===== config.mk =====
export PLATFORM = sky130hd
export DESIGN_NAME = itof_pipe
export DESIGN_NICKNAME = d
export VERILOG_FILES = /design/src/rtl/itof_pipe.sv
export SDC_FILE = /design/constraint.sdc
export NUM_CORES = 1
export LEC_CHECK = 0
export CORE_MARGIN = 2
export CORE_UTILIZATION = 50
export CTS_CLUSTER_SIZE = 10
export DETAILED_ROUTE_END_ITERATION = 8
export PLACE_DENSITY_LB_ADDON = 0.3
export SYNTH_ARGS = -nofsm -noshare
export SYNTH_HDL_FRONTEND = slang
export SYNTH_SLANG_ARGS = --single-unit

===== constraint.sdc =====
create_clock -name clk -period 3.2 [get_ports clk]
set_input_delay 0.64 -clock clk [delete_from_list [all_inputs] [get_ports clk]]
set_output_delay 0.64 -clock clk [all_outputs]
set_load 0.03 [all_outputs]

===== src/rtl/itof_pipe.sv =====
// itof_pipe: three-stage 32-bit integer to IEEE-754 single converter with valid/ready.
// Build option ITOF_RNE_EN selects round-to-nearest-even; without it results truncate toward zero.
module itof_pipe #(
  parameter int SIGNED = 1
) (
  input  logic        clk,
  input  logic        rst,
  input  logic        in_valid,
  output logic        in_ready,
  input  logic [31:0] x,
  output logic        out_valid,
  input  logic        out_ready,
  output logic [31:0] y
);

  logic        en_s;
  logic        s0_s;
  logic [31:0] a0_s;
  logic [4:0]  lz1_s;
  logic        z1_s;
  logic [31:0] n_s;
  logic [7:0]  exp_s;
  logic        inc_s;
  logic [23:0] mant_s;
  logic [31:0] pk_s;
  logic        unused_s;

  logic        v1_r;
  logic        s1_r;
  logic [31:0] a1_r;
  logic        v2_r;
  logic        s2_r;
  logic        z2_r;
  logic [31:0] a2_r;
  logic [4:0]  lz2_r;
  logic        v3_r;
  logic [31:0] y3_r;

  // Position of the highest set bit counted from bit 31; a zero input is flagged separately.
  function automatic logic [4:0] lzc32(input logic [31:0] v);
    logic [4:0] cnt;
    cnt = 5'd31;
    for (int i = 0; i < 32; i++) begin
      if (v[i]) begin
        cnt = 5'(31 - i);
      end else begin
        cnt = cnt;
      end
    end
    return cnt;
  endfunction

  assign en_s      = ~v3_r | out_ready;
  assign in_ready  = en_s;
  assign out_valid = v3_r;
  assign y         = y3_r;

  // Sign extraction and magnitude; -0x80000000 wraps back to 0x80000000 as an unsigned value.
  always_comb begin
    s0_s = (SIGNED != 0) && x[31];
    if (s0_s) begin
      a0_s = ~x + 32'd1;
    end else begin
      a0_s = x;
    end
  end

  // Leading-zero count and zero detect on the registered magnitude.
  always_comb begin
    lz1_s = lzc32(a1_r);
    if (a1_r == 32'd0) begin
      z1_s = 1'b1;
    end else begin
      z1_s = 1'b0;
    end
  end

  // Normalize, round and pack; a mantissa carry-out bumps the exponent and leaves the fraction zero.
  always_comb begin
    n_s   = a2_r << lz2_r;
    exp_s = 8'd158 - {3'd0, lz2_r};
`ifdef ITOF_RNE_EN
    inc_s = n_s[7] & ((|n_s[6:0]) | n_s[8]);
`else
    inc_s = 1'b0;
`endif
    mant_s = {1'b0, n_s[30:8]} + {23'd0, inc_s};
    if (z2_r) begin
      pk_s = 32'd0;
    end else begin
      pk_s = {s2_r, exp_s + {7'd0, mant_s[23]}, mant_s[22:0]};
    end
  end

  // The implicit one and, in the truncating build, the round bits are intentionally dropped.
  assign unused_s = ^{n_s[31], n_s[7:0]};

  // Pipeline registers: every stage advances together on en, all hold otherwise.
  always_ff @(posedge clk or posedge rst) begin
    if (rst) begin
      v1_r  <= 1'b0;
      s1_r  <= 1'b0;
      a1_r  <= 32'd0;
      v2_r  <= 1'b0;
      s2_r  <= 1'b0;
      z2_r  <= 1'b1;
      a2_r  <= 32'd0;
      lz2_r <= 5'd0;
      v3_r  <= 1'b0;
      y3_r  <= 32'd0;
    end else if (en_s) begin
      v1_r  <= in_valid & en_s;
      s1_r  <= s0_s;
      a1_r  <= a0_s;
      v2_r  <= v1_r;
      s2_r  <= s1_r;
      z2_r  <= z1_s;
      a2_r  <= a1_r;
      lz2_r <= lz1_s;
      v3_r  <= v2_r;
      y3_r  <= v2_r ? pk_s : 32'd0;
    end
  end

endmodule


Word-level counts from Yosys, hierarchy flattened. Cells that the tools add are included.

Flip-flop bits (word level): 107. Bits of input ports: 36. Output and inout bits: 34. Word-level logic and storage cells: 53.

$add $sub $neg: 2. Shift-type cells: 1. Mux-type cells: 35. Bitwise logic cells: 4. Reduce and logical (&&, ||, !) cells: 1.

Operator list (count): $mux 5 (30); $mux 32 (3); $add 32x1->32 const B (1); $logic_not 32->1 (1); $not 32->32 (1); $shl 32x5->31 (1); $sub 8x5->8 const A (1); $mux 1 (2); $and 1x1->1 (1); $not 1->1 (1); $or 1x1->1 (1).

Logic depth before layout (Yosys ltp). Gate-level depths: netlist (run 1).

Depth in word-level cells: 31. Gate-level depth with buffers: 8.

Worst setup path after synthesis (run 1). No wires, ideal clock.

Kind: input port to flip-flop. Start point: input port x[18]. End point: register a1_r[28]. Library setup time: 0.124 ns. Data arrival time: 2.069 ns. Required time: 3.076 ns. Setup slack: 1.007 ns. Cell stages on the path: 4. Buffers on the path: 0. Path through: nor3_1 > nand4_1 > or4b_4 > a211o_2.

Word-level cells in the longest chain between the ends: 3.

Ends and longest elaborated chain: from (decl) (RTL line 10) `input logic [31:0] x,`; $not 32->32 (RTL line 62) `a0_s = ~x + 32'd1;`; $add 32x1->32 (RTL line 62); $mux 32 (RTL line 61) `if (s0_s) begin`; to (signal assigned) (RTL line 114) `a1_r <= a0_s;`; to (decl) (RTL line 30) `logic [31:0] a1_r;`.

Every way passes these cells. A chain may end at the register's enable or synchronous reset.

Final worst setup path (run 1).
Start point: input port out_ready. End point: output port in_ready.

Word-level cells in the longest chain between the ends: 1.

Ends and longest elaborated chain: from (decl) (RTL line 12) `input logic out_ready,`; $or 1x1->1 (RTL line 53) `assign en_s = ~v3_r | out_ready;`; to (decl) (RTL line 9) `output logic in_ready,`.

Every way passes these cells.

==> results of run 1 <==
## metal layers
| layer | vias up | track usage [%] | part of all wire, % |
|---|---|---|---|
| met3 | 31 | 3.529 | 4.1 |
| met2 | 164 | 42.48 | 48 |
| met1 | 2695 | 32.74 | 44 |
| li1 | 2690 | - | - |
| met4 | 0 | 10.35 | 3.1 |
| met5 | - | 0 | 0 |
## cells in the mapped netlist (all sizes together) (4+ instances only)
| cell | number | share of area [%] |
|---|---|---|
| nor4 | 11 | 1.6 |
| o22ai | 12 | 1.2 |
| o31ai | 7 | 0.83 |
| xnor2 | 4 | 0.55 |
| xor2 | 23 | 3.2 |
| clkbuf | 22 | 1.3 |
| or3 | 7 | 0.69 |
| o21ai | 61 | 4.8 |
| mux4 | 9 | 3.2 |
| nand2 | 171 | 10 |
| nand4 | 7 | 0.69 |
| mux2 | 26 | 4.6 |
| mux2i | 24 | 3.8 |
| nand3 | 9 | 0.71 |
| nor2 | 43 | 2.5 |
| nor3 | 13 | 1.0 |
| a222oi | 5 | 0.79 |
| a211oi | 4 | 0.47 |
| nand2b | 7 | 0.69 |
| inv | 12 | 0.71 |
| buf | 19 | 1.4 |
| o41ai | 5 | 0.69 |
| o211ai | 4 | 0.47 |
| dfrtp | 105 | 41 |
| nand3b | 4 | 0.47 |
| a221o | 5 | 0.79 |
| o311ai | 5 | 0.69 |
| a21oi | 17 | 1.3 |
| nor2b | 7 | 0.69 |
| a22oi | 20 | 2.4 |
| a22o | 6 | 0.83 |
## cell usage in the layout, fill, tap and decap left out, types with 4 or more instances in the layout
cell type	count
mux2_2	26
nor4_1	9
o31ai_1	7
o41ai_1	5
nand4_1	7
a211oi_1	4
inv_1	11
a22o_1	6
o22ai_1	12
nand2b_1	7
mux4_2	9
nor3_1	13
a221o_1	5
a222oi_1	5
a22oi_1	20
clkdlybuf4s50_1	68
nand3b_1	4
o211ai_1	4
o21ai_0	61
clkbuf_16	9
a21oi_1	17
nand3_1	9
nor2b_1	6
nand2_1	171
buf_4	14
xnor2_1	4
xor2_1	23
o311ai_0	5
mux2i_1	24
or3_1	7
dfrtp_1	105
nor2_1	43
## logic make-up after synthesis
group | count (synthesis) | share of synthesized area, %
fa+ha+maj | 2 | 0.3942
simple gates | 291 | 20.84
xor+xnor | 27 | 3.725
flops | 106 | 41.81
buf+inv | 54 | 3.469
mux | 59 | 11.59
compound gates | 172 | 18.18
## worst paths after layout
kind,startpoint,to,slack [ns]
max,out_ready,in_ready,0.65
min,y[0]$_DFFE_PP0N_,y[0]$_DFFE_PP0N_,0.47
max reg2reg,lz2_r[2]$_DFFE_PP0N_,y[20]$_DFFE_PP0N_,0.66
min reg2reg,y[0]$_DFFE_PP0N_,y[0]$_DFFE_PP0N_,0.47
max in group asynchronous,rst,lz2_r[2]$_DFFE_PP0N_,1.95
min in group asynchronous,rst,y[24]$_DFFE_PP0N_,0.73
## power breakdown
group | leakage (nW) | total [mW] | switching (mW) | internal [mW]
Clock | 0.143 | 1.13 | 0.497 | 0.630
Sequential | 1.31 | 2.26 | 0.479 | 1.78
Combinational | 1.70 | 3.30 | 1.92 | 1.38
## sequential cells by signal, summed over array words and instances, names as in the netlist
register,count
a1_r,32
a2_r,31
v2_r,1
z2_r,1
y,32
s2_r,1
v1_r,1
lz2_r,5
s1_r,1
out_valid,1
## tightest hold or removal path: cells and delay by family (launching register included)
kind | cells | cell delay (ns)
and+or+nand+nor | 2 | 0.10
DFF | 1 | 0.34
## area by class of cell
class	count	area share, %
clock buffer	12	3.284
clock inverter	4	0.6834
inverter	13	0.7001
multi-input combinational	551	46.37
sequential	106	35.36
tap	172	2.867
timing repair buffer	83	10.74
==> PnR_summary.wiki, run 1 <==
{| class="wikitable"
! Metric !! Value
|-
| Worst setup slack before clock tree synthesis || 0.3011 ns
|-
| RD Place Congestion || 0.9471
|-
| Detailed-route wire length || 16230 µm
|-
| Count of boundary I/O pins || 70
|-
| Number of iterations in the first detailed-routing pass || 5
|-
| Total placed instance area || 7208 µm²
|-
| Type of the setup path with the least slack || input port to output port
|-
| Final Critical Period || 2.547 ns
|-
| Total number of vias || 5580
|-
| Data required time of the worst path || 2.56 ns
|-
| CTS H-Tree Depth || 3
|-
| Inserted Diodes || 0
|-
| TritonCTS clock tree || done
|-
| Area added between synthesis and finish || 18.25%
|-
| Worst Hold Margin || 0.4732 ns
|-
| Number of antenna violations at the first check in global routing || 0
|-
| Final count of pins violating max slew || 0
|-
| Signal arrival time at the worst endpoint || 1.91 ns
|-
| Post-CTS repair timing setup buffer count || 0
|-
| Cell count after synthesis || 711
|-
| Final non-filler cell area || 7506 µm²
|-
| Critical path's largest stage delay || 0.44 ns
|-
| Placed cell count || 925
|-
| Sequential standard cell area || 2654 µm²
|-
| Crit-path leading delay family || buffers and inverters
|-
| Sum of overflow across all layers after global routing || 0
|-
| Maximum number of pins on one net before global-route repair || 107
|-
| Die Footprint || 13610 µm²
|-
| Maximum Capacitance Violations || 0
|-
| Number of stages on the worst setup path || 4
|-
| Root Buffer Master || clkbuf_16
|-
| Drc violations || 0
|-
| Nets in the synthesized netlist || 749
|-
| Final-report hold violation count || 0
|-
| Count of distinct cell types in the synthesized netlist || 61
|-
| Setup repair after global routing missed its margin || no
|-
| Violation count after the first detailed-route iteration || 431
|-
| Timing-limited maximum frequency || 392.7 MHz
|-
| Maximum fanout count along the critical path || 12
|-
| # resized after CTS || 0
|-
| Worst ir drop on vdd || 0.3683 mV
|-
| CTS clk-pin slew, worst paths || 0.07 ns
|-
| Endpoint class of the critical path || output port
|-
| Max Clock Skew || 0.009388 ns
|-
| Warnings, synthesis || 0
|-
| Nets@finish || 802
|-
| Proportion of register bits with asynchronous set or reset after synthesis || 100.0%
|-
| Classification of the worst-slack hold path || register to register
|-
| Count of filler cells inserted in the layout || 1160
|-
| CTS hold repair buffers || 0
|-
| Period Utilization, post-route || 79.58%
|-
| Chip width || 116.7 µm
|-
| Worst slew slack as a fraction of its limit || 46.34%
|-
| Final standard cell utilization of the core || 59.97%
|-
| Worst Max-Slew Pin Slew || 0.8049 ns
|-
| Run status || complete, no violations
|-
| Count of flip-flops with a built-in enable after synthesis || 0
|-
| Critical Path Slowest Stage Cell || clkdlybuf4s50_1
|-
| Clock sink total || 106
|-
| Non-Filler Instances || 941
|-
| Commonest register cell after synthesis || dfrtp_1
|-
| Path depth of the worst reg2reg path || 5
|-
| Post-detailed-route via-to-cell ratio || 5.930
|-
| TritonCTS buffer count || 9
|-
| Starting Density || 50.71%
|-
| Post-synthesis instance area || 6347 µm²
|-
| Buf+Inv Stages, Crit Path || 3
|-
| Global-route usage over all layers || 25.16%
|-
| Number of cells on the worst hold path || 2
|-
| Row count || 41
|-
| Layout cells sized above 1 || 9.753%
|-
| Number of routed nets with antenna violations || 0
|-
| Leak Pwr || 3.158 nW
|-
| Endpoints failing setup || 0
|-
| Clock Path Buffers || 2
|-
| Mean area per synthesized cell || 8.927 µm²
|-
| Cells traversed along the worst timing path || clkdlybuf4s50_1, nor2b_4, inv_1, buf_4
|-
| Clk Latency, worst-skew pair || 0.35 ns
|-
| Overall power of the completed layout || 6.681 mW
|-
| Post-DP HPWL || 12270 µm
|-
| Power density over the cells || 890.1 nW/µm²
|-
| Vert. Die Dim || 116.7 µm
|-
| Area of the multi-input gates || 3481 µm²
|-
| Number of flip-flops and latches in the synthesized netlist || 106
|-
| Setup TNS || 0 ns
|-
| Critical Path Start Type || input port
|-
| Post-route worst setup slack || 0.6533 ns
|-
| Area of the placeable core || 12520 µm²
|-
| Sequential cell area fraction in the yosys report || 41.81%
|-
| Routed length per placed instance || 17.25 µm
|-
| Vias in the first global route || 5324
|-
| Global-route wire length before repair || 27030 µm
|-
| Port-buffer cells || 69
|}
Power figures use the tool's default switching activity.
==> inputs of run 2 (changes only) <==
- clock period: 3.2 -> 2.1 ns (I/O delays scaled with it)
==> run 2 against run 1 <==
Critical path depth increased by 1; clock skew rose by 0.0038 ns; critical path type is now input port to register; non-clock buffer count rose by 98; highest routed layer unchanged; core utilization is 6.7 points higher; global-route usage rose by 1.6 points; final cell count is 10% higher.
==> PnR_summary.wiki, run 2 (synthesis results as in run 1) <==
{| class="wikitable"
! Metric !! Value
|-
| TritonCTS buffer count || 9 (unchanged)
|-
| Number of antenna violations at the first check in global routing || 0 (unchanged)
|-
| Final Critical Period || 2.053 ns
|-
| Maximum Capacitance Violations || 0 (unchanged)
|-
| Critical R2R Launch || lz2_r[2]$_DFFE_PP0N_ (unchanged)
|-
| Minimum setup slack among reg-to-reg paths || 0.07 ns (was 0.66 ns)
|-
| Worst min-delay path startpoint || y[3]$_DFFE_PP0N_ (was y[0]$_DFFE_PP0N_)
|-
| Clock sink total || 106 (unchanged)
|-
| Power density over the cells || 1331 nW/µm² (was 890.1 nW/µm²)
|-
| Number of routed nets with antenna violations || 0 (unchanged)
|-
| Number of iterations in the first detailed-routing pass || 5 (unchanged)
|-
| Global-route wire length before repair || 28270 µm (was 27030 µm)
|-
| Setup repair after global routing missed its margin || yes (was no)
|-
| Sum of overflow across all layers after global routing || 0 (unchanged)
|-
| Critical Path Start Type || input port (unchanged)
|-
| Detailed-route wire length || 17530 µm (was 16230 µm)
|-
| Drc violations || 0 (unchanged)
|-
| Setup TNS || 0 ns (unchanged)
|-
| Violation count after the first detailed-route iteration || 482 (was 431)
|-
| Post-DP HPWL || 13610 µm (was 12270 µm)
|-
| Total net switching power || 4.739 mW (was 2.894 mW)
|-
| Inserted Diodes || 0 (unchanged)
|-
| CTS hold repair buffers || 0 (unchanged)
|-
| Endpoint class of the critical path || register (was output port)
|-
| Destination of the worst register-to-register timing path || y[13]$_DFFE_PP0N_ (was y[20]$_DFFE_PP0N_)
|-
| Vert. Die Dim || 116.7 µm (unchanged)
|-
| Clock share of power || 15.4% (was 16.9%)
|-
| Clk Latency, worst-skew pair || 0.36 ns (was 0.35 ns)
|-
| Starting Density || 50.71% (unchanged)
|-
| Nets@finish || 900 (was 802)
|-
| Die Footprint || 13610 µm² (unchanged)
|-
| Max Clock Skew || 0.01315 ns (was 0.009388 ns)
|-
| CTS clk-pin slew, worst paths || 0.08 ns (was 0.07 ns)
|-
| Worst Hold Margin || 0.4714 ns (was 0.4732 ns)
|-
| Final non-filler cell area || 8347 µm² (was 7506 µm²)
|-
| Timing-limited maximum frequency || 487.0 MHz
|-
| Worst ir drop on vdd || 0.5842 mV (was 0.3683 mV)
|-
| Vias in the first global route || 5610 (was 5324)
|-
| Combinational share of power || 54.2% (was 49.3%)
|-
| Maximum number of pins on one net before global-route repair || 107 (unchanged)
|-
| Signal arrival time at the worst endpoint || 2.30 ns (was 1.91 ns)
|-
| Classification of the worst-slack hold path || register to register (unchanged)
|-
| Hold worst-path end || y[3]$_DFFE_PP0N_ (was y[0]$_DFFE_PP0N_)
|-
| Period Utilization, post-route || 97.78%
|-
| Maximum fanout count along the critical path || 3 (was 12)
|-
| RD Place Congestion || 0.9693 (was 0.9471)
|-
| Routed length per placed instance || 16.87 µm (was 17.25 µm)
|-
| CTS H-Tree Depth || 3 (unchanged)
|-
| Area added between synthesis and finish || 31.50% (was 18.25%)
|-
| Worst Max-Slew Pin Slew || 0.5983 ns (was 0.8049 ns)
|-
| Endpoints failing setup || 0 (unchanged)
|-
| Most common cell after layout, fill and taps aside || nand2_1 (unchanged)
|-
| Total number of vias || 5950 (was 5580)
|-
| Layout cells sized above 1 || 21.11% (was 9.753%)
|-
| Port-buffer cells || 69 (unchanged)
|-
| Row count || 41 (unchanged)
|-
| Final-report hold violation count || 0 (unchanged)
|-
| Area of the placeable core || 12520 µm² (unchanged)
|-
| Leak Pwr || 3.678 nW (was 3.158 nW)
|-
| Switch share || 42.65% (was 43.32%)
|-
| Count of boundary I/O pins || 70 (unchanged)
|-
| Type of the setup path with the least slack || input port to register (was input port to output port)
|-
| Commonest cells after routing, fill and taps aside || nand2_1 (171), buf_4 (107), dfrtp_1 (103) (was nand2_1 (171), dfrtp_1 (105), clkdlybuf4s50_1 (68))
|-
| Post-detailed-route via-to-cell ratio || 5.727 (was 5.930)
|-
| Root Buffer Master || clkbuf_16 (unchanged)
|-
| TritonCTS clock tree || done (unchanged)
|-
| Data required time of the worst path || 2.34 ns (was 2.56 ns)
|-
| Global-route usage over all layers || 26.71% (was 25.16%)
|-
| Part of the power in registers || 30.4% (was 33.8%)
|-
| Path depth of the worst reg2reg path || 5 (unchanged)
|-
| Clock Path Buffers || 2 (unchanged)
|-
| Final standard cell utilization of the core || 66.68% (was 59.97%)
|-
| Worst slew slack as a fraction of its limit || 60.11% (was 46.34%)
|-
| Run status || complete, no violations (unchanged)
|-
| Chip width || 116.7 µm (unchanged)
|-
| Final count of pins violating max slew || 0 (unchanged)
|-
| Number of cells on the worst hold path || 2 (unchanged)
|-
| Total placed instance area || 7979 µm² (was 7208 µm²)
|-
| Int Pwr || 6.372 mW (was 3.787 mW)
|}
-- run 2: cell types whose count changed in the layout (fill, tap and decap cells not counted), sizes merged, moves of 2 or more --
cell,change
buf,+98
clkbuf,-3
clkdlybuf4s50,-2
clkinv,+3
dlymetal6s2s,+2
-- run 2: final cells by class --
class                   count  area [µm²]
fillers                  1092        4170
repair buffers            181        1600
clock inverters             7       85.08
inverters                  13       52.55
multi-input cells         551        3512
flip-flops and latches    106        2656
well taps                 172       215.2
clock buffers               9       225.2
-- run 2: worst max-delay path by stage --
stage	start	to	slack, ns	cells past startpoint
6_report	x[2]	a1_r[28]$_DFFE_PP0N_	0.05	5
5_1_grt	x[0]	a1_r[20]$_DFFE_PP0N_	-0.06	8
4_1_cts	x[4]	a1_r[28]$_DFFE_PP0N_	0.006	5
3_5_place_dp	x[4]	a1_r[27]$_DFFE_PP0N_	-0.39	8
3_3_place_gp	x[4]	a1_r[28]$_DFFE_PP0N_	-0.34	5
2_1_floorplan	x[18]	a1_r[28]$_DFFE_PP0N_	0.13	4
-- run 2: repair_timing --
item                       CTS  global route
resized for setup            1            10
setup buffers                0             2
setup endpoints to repair    7            26
pin swaps                    1             1
-- run 2: metrics by stage --
step,worst slack [ns],power (mW),instances
floorplan,0.1267,6.768,711
global placement,-0.3436,9.242,1021
detailed placement,-0.3910,9.362,1021
CTS,0.005580,11.08,1037
global route,-0.05762,11.82,1039
finish,0.04667,11.11,1039
-- run 2: worst max-delay path: stages --
cell and delay, ns:
clkdlybuf4s50_1 0.47, nor4_4 0.28, nand3b_1 0.19, or4b_4 0.60, a211o_2 0.34
-- run 2: per-layer routing --
layer / global-route usage (%) / part of all wire [%] / vias to the layer above
li1: - / - / 2893
met1: 33.62 / 42 / 2860
met2: 46.74 / 50 / 161
met3: 3.217 / 3.9 / 36
met4: 11.06 / 3.8 / 0
met5: 0 / 0 / -
-- run 2: power by group through the flow --
stage          Sequential [mW]  Combinational, mW  Clock (mW)
3_5_place_dp              3.40               5.96           0
4_1_cts                   3.36               5.98        1.73
5_1_grt                   3.47               6.52        1.83
6_report                  3.37               6.03        1.71
2_1_floorplan             3.63               3.14           0
3_3_place_gp              3.36               5.88           0
==> inputs of run 3 (changes only) <==
- SLEW_MARGIN: not set -> 20
==> results of run 3 <==
Final layout, timing and power as in run 2 (identical DEF).
==> edit 1 (flow settings as in run 2) <==
Make the reset (`rst`) synchronous in one clocked block.
--- a/src/rtl/itof_pipe.sv
+++ b/src/rtl/itof_pipe.sv
@@ -97,5 +97,5 @@
 
   // Pipeline registers: every stage advances together on en, all hold otherwise.
-  always_ff @(posedge clk or posedge rst) begin
+  always_ff @(posedge clk) begin
     if (rst) begin
       v1_r  <= 1'b0;
Function: differs if rst is asserted again (counterexample within 4 cycles, from zero or initial values and one cycle with rst high); with rst held inactive, the same outputs for 4 cycles.
==> edit 1 against run 2 <==
The flow now finishes with violations (setup timing). Worst hold slack worse by 0.068 ns. Global-route usage down 2.7 points. Design area is 8.0% lower. Die area is 5.3% lower. Synthesized cell count grew 7.5%. Wire length down 10%. Sequential cell count unchanged. Setup slack got worse by 0.070 ns. Area after synthesis fell by 5.5%. Largest cell class unchanged.
Power is not compared: it rests on default switching activity, and its combinational part moved more than twofold at a synthesized area within 25%.
==> edit 1: results (changes against run 2) <==
[run_status]
status=finished with violations
violations=setup timing

[placement]
place_area_um2=7180  ; -10%
gp_congestion=0.926  ; -4.5%
pre_cts_slack_ns=-0.757  ; -0.365 ns
hpwl_um=11500  ; -16%

[worst_setup_path]
crit_path_max_incr_delay_ns=0.53  ; -0.07 ns
cp_slowest_cell=or4_4
r2r-end=y[19]
endpoint=a1_r[30]
cp_max_fo=2  ; -1
rr_startpoint=lz2_r[1]

[yosys]
syn-cell-area_um2=6000  ; -5.5%
synth_fp_nets=802  ; +7.1%
syn_avg_cell_area_um2=7.85  ; -12%
synth-main-ff-cell=dfxtp_1
synthTopCellsByArea=dfxtp_1 (35%), nand2_1 (9.3%), mux2i_1 (7.0%)

[routing]
wl_per_cell_um=15.6  ; -7.7%
initialDrtViolationCount=551  ; +14%
wirelength_um=15700  ; -10%

[sta]
setup_viol_count_final=2  ; +2
fin_ws_ns=-0.0231  ; -0.0698 ns
hold_ws_ns=0.404  ; -0.0677 ns

[worst_hold_path]
hold_class=in2reg
min-delay-start=rst
min_to=y[31]

[global_routing]
grt_first_pass_wirelength_um=25700  ; -9.1%
grt.total_usage_pct=24.0  ; -2.7 points
grt_pass1_vias=5498  ; -2.0%

[cells_and_area]
drive_gt1_share_pct=17.5  ; -3.6 points

edit 1: report_power, final:
group | total (uW) | switching (uW) | internal, uW
Sequential | 2260 | 139 | 2120
Clock | 1840 | 761 | 1070
Combinational | 1130 | 606 | 522
edit 1: per-layer routing:
| metal | up-vias | routed length, um | GRT usage, % |
|---|---|---|---|
| met4 | 0 | 416 | 10.5 |
| li1 | 2922 | - | - |
| met3 | 40 | 682 | 2.92 |
| met1 | 2671 | 7150 | 30.4 |
| met5 | - | 0 | 0 |
| met2 | 190 | 7490 | 41.3 |
edit 1: kinds of logic after synthesis:
| logic type | after synthesis | synth area share, % |
|---|---|---|
| adders and majority gates | 2 | 0.417 |
| AOI/OAI and AO/OA | 210 | 21.2 |
| and+or+nand+nor | 283 | 21.0 |
| xor gates and xnor gates | 30 | 4.38 |
| buffers and inverters | 68 | 4.80 |
| DFF | 106 | 35.4 |
| muxes | 65 | 12.8 |
edit 1: layout make-up:
class                   instances  area, um^2
fillers                      1014        4180
multi-input cells             590        3730
flip-flops and latches        106        2130
repair buffers                138        1270
clock buffers                  11         243
well taps                     147         184
clock inverters                 4        73.8
inverters                      14        52.6
edit 1: per-stage QoR:
step                power [uW]  setup TNS [ns]
floorplan                 3000          -0.382
global placement          3370           -8.90
detailed placement        3400          -11.97
CTS                       5210          -0.391
global route              5440          -0.357
finish                    5220         -0.0388
edit 1: critical path, delay by kind of cell:
| kind | cells | cell delay (ns) |
|---|---|---|
| and+or+nand+nor | 3 | 1.43 |
| xor gates and xnor gates | 1 | 0.08 |
| buffers and inverters | 1 | 0.09 |
| AOI/OAI and AO/OA | 2 | 0.38 |
edit 1: timing repair:
action	in CTS	in global routing
pin swaps	13	21
resized for setup	31	33
setup endpoints to repair	16	30
setup buffers	2	3
==> edit 2 (config.mk and constraints of run 2) <==
Made on the original files. The option `ITOF_RNE_EN` is turned on by a define.
--- a/src/rtl/itof_pipe.sv
+++ b/src/rtl/itof_pipe.sv
@@ -1,4 +1,6 @@
 // itof_pipe: three-stage 32-bit integer to IEEE-754 single converter with valid/ready.
 // Build option ITOF_RNE_EN selects round-to-nearest-even; without it results truncate toward zero.
+`define ITOF_RNE_EN
+
 module itof_pipe #(
   parameter int SIGNED = 1
Check against the original RTL: not equivalent (a bounded check fails within 4 cycles, from zero or initial values and one cycle with rst high).
==> edit 2 against run 2 <==
The run now ends with setup timing left. Clock skew fell by 0.0026 ns. Design area grew 38%. Critical path depth is 8 higher. Setup slack worse by 1.7 ns. Wire length rose by 44%. Area after synthesis up 18%. Sequential cell count unchanged. Fmax down 46%.
Power is not compared: it rests on default switching activity, and its combinational part moved more than twofold at a synthesized area within 25%.
==> edit 2: results (changes against run 2) <==
[yosys]
synthDistinctLibCells=68  ; +11%
synth_mux_area_share_pct=15.8  ; +4.2 points
netlist_top_cells_count=nand2_1 (183), dfrtp_1 (105), o21ai_0 (78)
synthTopCellsByArea=dfrtp_1 (35%), nand2_1 (9.2%), mux4_2 (6.6%)
synth-xor-area-share_pct=4.92  ; +1.2 points
post_synth_fa_ha_maj_area_fraction_pct=0.669  ; +0.27 points
synth_fp_nets=873  ; +17%
synth-compound-area-share_pct=17.7  ; -0.45 points
seq_area_frac_synth_pct=35.5  ; -6.3 points

[routing]
initialDrtViolationCount=561  ; +16%
wirelength_um=25200  ; +44%
dr.pass1.iters=7  ; +2
viasPerCell=5.92  ; +3.4%

[global_routing]
met1_usage_pct=38.1  ; +4.5 points
grt_first_pass_wirelength_um=40100  ; +42%
gr-usage-met2_pct=56.4  ; +9.7 points
grt_start_max_net_pins=71  ; -34%
gr-usage-met3_pct=3.58  ; +0.37 points
grt_pass1_vias=7839  ; +40%

[sta]
setup_viol_count_final=43  ; +43
fin_ws_ns=-1.68  ; -1.73 ns
slew_headroom_pct=53.3  ; -6.8 points
skew_ns=0.0105  ; -0.00262 ns

[run_status]
status=finished with violations
violations=setup timing

[placement]
place_area_um2=10300  ; +29%
gp_congestion=1.02  ; +5.2%
pre_cts_slack_ns=-1.79  ; -1.40 ns

[cells_and_area]
nFillCells=943  ; -14%
nets=1170  ; +30%

[cts]
htreeDepth=3  ; unchanged

[worst_setup_path]
cp_max_fo=7  ; +4
arrival_ns=4.03  ; +1.73 ns

[edit 2: changes by cell type in the layout (fill, tap and decap cells not counted), sizes merged, moves of 6 or more]
cell,run 2,this run
buf,113,276
mux4,9,31
mux2,26,9
o21ai,61,78
a22oi,20,5
nand2,171,183
a32o,1,12
clkdlybuf4s50,66,55
mux2i,24,35
xor2,23,34
o31ai,7,17
or4,1,9
nand2b,7,13
[edit 2: power by group]
group	switching, uW	total, uW	internal [uW]
sequential	660	3390	2730
combinational	6070	12100	6070
clock	882	1740	859
total	7610	17300	9660
[edit 2: kinds of logic after synthesis]
kind of cell / count (synthesis)
AO/OA/AOI/OAI: 199
multiplexers: 75
AND/OR/NAND/NOR: 336
adder cells (fa/ha/maj): 4
XOR/XNOR: 42
buffers and inverters: 71
flip-flops: 106
[edit 2: layout make-up]
class	instances	area, um^2	share of cell area [%]
Timing Repair Buffer	343	3060	26.5
Multi-Input combinational cell	656	5210	45.2
Clock inverter	7	83.8	0.728
Inverter	14	56.3	0.489
Tap cell	184	230	2.00
Sequential cell	106	2660	23.1
Clock buffer	9	225	1.96
[edit 2: worst paths after layout]
path | start | depth (start not counted) | to | slack, ns
setup / recovery | lz2_r[1] | 13 | y[27] | -1.68
hold / removal | rst | 2 | a1_r[1] | 0.40
setup reg to reg | lz2_r[1] | 13 | y[27] | -1.68
hold reg to reg | s2_r | 2 | s2_r | 0.48
max in group asynchronous | rst | 3 | y[13] | 1.18
min in group clk | x[9] | 4 | a1_r[9] | 0.45
[edit 2: metal layers]
layer | part of all wire, % | up-vias
met5 | 0 | -
met3 | 4.0 | 71
met1 | 39 | 3822
met4 | 4.0 | 0
li1 | - | 3663
met2 | 53 | 254
[edit 2: timing repair]
item	in CTS	in global routing
pin swaps	50	77
hold endpoints to repair	0	0
gates cloned	1	2
setup endpoints to repair	51	51
hold buffers	0	0
setup buffers	30	20
gates resized for setup	129	69
[edit 2: metrics by stage]
step                      power [uW]  setup TNS (ns)  std cells
after detailed placement       13800          -54.04       1264
final                          17300          -36.82       1319
after global placement         13700          -51.99       1264
after CTS                      16500          -38.00       1310
after global routing           18100          -41.11       1319
after floorplan                 9100          -29.19        833
[edit 2: worst max-delay path: stages, from the launching register on]
cell,delay (ns)
dfrtp_2,0.50
buf_6,0.18
mux2i_1,0.13
mux4_2,0.54
o22ai_2,0.23
o22ai_2,0.10
or4_4,0.44
or3_4,0.35
or4_4,0.55
ha_4,0.19
ha_4,0.17
nand3_2,0.09
xnor2_2,0.11
o21ai_1,0.07
